`config.mk`:
```
export PLATFORM = sky130hd
export DESIGN_NAME = pc_unit
export DESIGN_NICKNAME = d
export VERILOG_FILES = /design/src/rtl/pc_unit.sv
export SDC_FILE = /design/constraint.sdc
export NUM_CORES = 1
export LEC_CHECK = 0
export CORE_MARGIN = 5
export CORE_UTILIZATION = 40
export CTS_CLUSTER_DIAMETER = 120
export DETAILED_ROUTE_END_ITERATION = 10
export HOLD_SLACK_MARGIN = 0.15
export PLACE_DENSITY = 0.68
export SYNTH_ARGS = -nofsm -noshare
export SYNTH_HDL_FRONTEND = slang
export SYNTH_SLANG_ARGS = --single-unit
export TNS_END_PERCENT = 1
```
`constraint.sdc`:
```
create_clock -name clock -period 7.8 [get_ports clock]
set_input_delay 0.78 -clock clock [delete_from_list [all_inputs] [get_ports clock]]
set_output_delay 0.78 -clock clock [all_outputs]
set_load 0.02 [all_outputs]
```
`src/rtl/pc_unit.sv`:
```
// pc_unit: program counter with branch/jump/register redirects, stall hold and captured-redirect replay.
module pc_unit #(
  parameter int WIDTH = 32,
  parameter int STEP = 4,
  parameter int ALIGN_BITS = 2,
  parameter logic [WIDTH-1:0] RESET_VECTOR = '0
) (
  input  logic                          clock,
  input  logic                          reset,
  input  logic                          stall,
  input  logic                          redirect_valid,
  input  logic [1:0]                    redirect_mode,
  input  logic [WIDTH-1:0]              branch_offset,
  input  logic [WIDTH-4-ALIGN_BITS-1:0] jump_index,
  input  logic [WIDTH-1:0]              reg_target,
  output logic [WIDTH-1:0]              pc,
  output logic [WIDTH-1:0]              pc_plus,
  output logic                          pending,
  output logic                          misalign_err
);
  localparam logic [WIDTH-1:0] AMASK = WIDTH'((64'd1 << ALIGN_BITS) - 64'd1);
  typedef enum logic {RUN, HOLD} state_t;
  state_t state, state_nx;
  logic [WIDTH-1:0] cap, cap_nx, pc_nx, target;
  logic [WIDTH-5:0] jump_low;
  logic misaligned, req;
  always_ff @(posedge clock) begin
    if (reset) begin
      state <= RUN;
      pc <= RESET_VECTOR;
      cap <= '0;
      misalign_err <= 1'b0;
    end else begin
      state <= state_nx;
      pc <= pc_nx;
      cap <= cap_nx;
      misalign_err <= misalign_err | misaligned;
    end
  end
  // a misaligned register jump is dropped entirely, so it never disturbs a captured target
  always_comb begin
    jump_low = (WIDTH-4)'(jump_index) << ALIGN_BITS;
    target = redirect_mode == 2'b00 ? pc_plus + (branch_offset << ALIGN_BITS)
           : redirect_mode == 2'b01 ? {pc_plus[WIDTH-1:WIDTH-4], jump_low}
           : reg_target;
    misaligned = redirect_valid && redirect_mode == 2'b10 && |(reg_target & AMASK);
    req = redirect_valid && redirect_mode != 2'b11 && !misaligned;
    state_nx = stall && (req || state == HOLD) ? HOLD : RUN;
    cap_nx = stall && req ? target : cap;
    pc_nx = stall ? pc : req ? target : state == HOLD ? cap : pc_plus;
  end
  always_comb begin
    pending = state == HOLD;
    pc_plus = pc + WIDTH'(STEP);
  end
endmodule
```
==> run summary <==
Status: finished clean
Post-CTS Setup Inserts: 0
HPWL Detailed: 15.8 mm
Max Fanout on Critical Path: 9
Vias in the first global route: 6,374
Final Max Slew Viols: 0
Critical Path Start Type: register
RSZ-0062 raised after global routing: false
Min Tclk post-route: 4.56 ns
Dpl ws: 3.28 ns
DP Area: 0.00779 sq mm
Rows: 45
Leading area contributor after synthesis: dfxtp_1
Max IR drop VDD: 0.102 mV
Clock Path Buffers: 2
WL/cell: 19.0 microns
Asr flop ratio synth: 0%
Yosys top cell area share: 21.3%
Mapped cell area: 0.00620 sq mm
Synth Net Count: 972
Final hold violation count: 0
Hold WC Path Type: register to register
DR vias: 6,733
Clock slew at reported path FFs: 0.05 ns
H-tree levels: 3
CTS Sinks: 66
First-pass GRT wire length: 33.9 mm
Syn_area_per_cell: 7.39 sq um
Synth cell types: 87
Layout Skew: 0.00674 ns
First DRT Iteration DRCs: 498
Period Utilization, post-route: 58.5%
Max transition margin: 31.4%
Post-synth top flop: dfxtp_1
Gr ovfl total: 0
Number of synthesized flops with an enable pin: 0
Finish-stage setup viols: 0
Die Area: 0.0181 sq mm
CTS tree: done
Cts bufs inserted: 9
Max cap viols: 0
Tightest Pin Transition: 1.03 ns
Pin count of the biggest net entering global routing: 61
Top cells by area, synth: dfxtp_1 21%, ha_1 7.3%, a21oi_1 6.7%, nand2_1 6.1%, nor2_1 4.9%
Worst path slowest cell: dfxtp_1
Mapped Cells: 839
Nets: 1,092
Seq/Total Area, Yosys: 21.3%
Crit path kind: register to register
Most frequent cells in the layout: 156 x clkdlybuf4s50_1, 101 x nand2_1, 83 x a21oi_1, 80 x nor2_1, 65 x dfxtp_1
Critical path required time: 8.06 ns
WHS: 0.453 ns
Total GRT Usage: 23.4%
Most frequent CP cell: ha_1
Final setup TNS: 0 ns
Share of layout cells above drive strength 1: 7.26%
Yosys Warn Count: 0
CP endpoint kind: register
Average vias per placed instance: 5.84
Die H: 135 microns
Max incr delay on CP: 0.44 ns
Crit path arrival time: 4.82 ns
Initial antenna violation count: 0
Cell Chain, Critical Path: ha_1, and3_1, nand4_2, nor2_1, nand3_1, xnor2_1, ha_1, a21oi_2, o21ai_1, a2111oi_1, a21oi_1, a21o_4, a311oi_4, mux2_4, a31oi_4
Most common cell after layout, fill and taps aside: clkdlybuf4s50_1
Overall Power: 1.26 mW
Die width: 135 microns
Core region area: 0.0152 sq mm
Pwr dens: 155 mW/mm^2
Filler Cells Inserted: 1,524
Peak Freq: 219 MHz
Routability cong.: 0.941
Register bit total from synthesis: 66
Routed wire length: 21.9 mm
Fin area: 0.00809 sq mm
Hold-fix buffers at CTS: 0
Final worst-path setup slack: 3.24 ns
Antenna viol nets, final: 0
Worst-Skew Late Latency: 0.33 ns
CTS root buffer: clkbuf_16
Leakage: 3.12 nW
Starting density of the core: 40.8%
CTS resizes: 0
PortBufs: 159
Area delta synth->final: 30.4%
N_diodes: 0
Pre-antenna DRT Iters: 5
Top-level port count: 162
Drt drc: 0
[cell usage after synthesis, types with 9 or more instances]
| master | count |
|---|---|
| a211oi_1 | 21 |
| a21o_1 | 14 |
| a21oi_1 | 83 |
| clkbuf_1 | 37 |
| dfxtp_1 | 66 |
| ha_1 | 36 |
| inv_1 | 29 |
| mux2i_1 | 19 |
| nand2_1 | 101 |
| nand2b_1 | 10 |
| nand3_1 | 33 |
| nor2_1 | 81 |
| nor3_1 | 24 |
| o211ai_1 | 21 |
| o21a_1 | 9 |
| o21ai_0 | 44 |
| xnor2_1 | 24 |
| xor2_1 | 21 |
[metal layers]
| layer | vias to the layer above | GRT usage [%] | share of wire [%] |
|---|---|---|---|
| met5 | - | 0 | 0 |
| met4 | 0 | 6.17 | 2.1 |
| met3 | 39 | 4.96 | 7.4 |
| met2 | 271 | 37.8 | 45 |
| met1 | 3121 | 31.7 | 45 |
| li1 | 3302 | - | - |
[where the power goes]
group / internal [mW] / switching, mW
Combinational: 0.203 / 0.260
Clock: 0.265 / 0.148
Sequential: 0.358 / 0.0222
[worst paths after layout]
kind                               from      end  slack, ns  depth (start not counted)
worst max register to register    pc[2]   pc[31]       3.24                         15
worst min register to register  cap[13]  cap[13]       0.45                          2
worst min-delay path            cap[13]  cap[13]       0.45                          2
worst max-delay path              pc[2]   pc[31]       3.24                         15
[registers in the layout (all words and copies together), names as in the netlist]
name / flops
pc: 32
misalign_err: 1
pending: 1
cap: 32
[layout make-up]
| class | count | area [sq um] | share of cell area (%) |
|---|---|---|---|
| Timing Repair Buffer | 169 | 1650 | 20.4 |
| Tap cell | 188 | 235 | 2.91 |
| Inverter | 29 | 109 | 1.35 |
| Clock inverter | 2 | 35.0 | 0.433 |
| Multi-Input combinational cell | 684 | 4470 | 55.3 |
| Sequential cell | 66 | 1320 | 16.3 |
| Clock buffer | 14 | 264 | 3.26 |
[stage by stage]
step                util (%)  std cells
finish                  53.2       1152
detailed placement      51.2       1136
floorplan                  -        839
CTS                     53.2       1152
global placement        51.2       1136
global route            53.2       1152
[logic make-up after synthesis]
logic type | Yosys count | synth area share, %
mux | 27 | 4.58
xor+xnor | 45 | 6.36
compound gates | 263 | 29.0
flops | 66 | 21.3
simple gates | 312 | 24.6
fa+ha+maj | 37 | 7.59
buf+inv | 89 | 6.62
[worst max-delay path, delay by kind of cell (launching register included)]
kind | cells | cell delay [ns]
AOI/OAI and AO/OA | 7 | 1.62
and+or+nand+nor | 4 | 1.11
adders and majority gates | 2 | 0.61
DFF | 1 | 0.44
xor gates and xnor gates | 1 | 0.35
muxes | 1 | 0.35
Note: power is estimated with default switching activity, not from simulation.
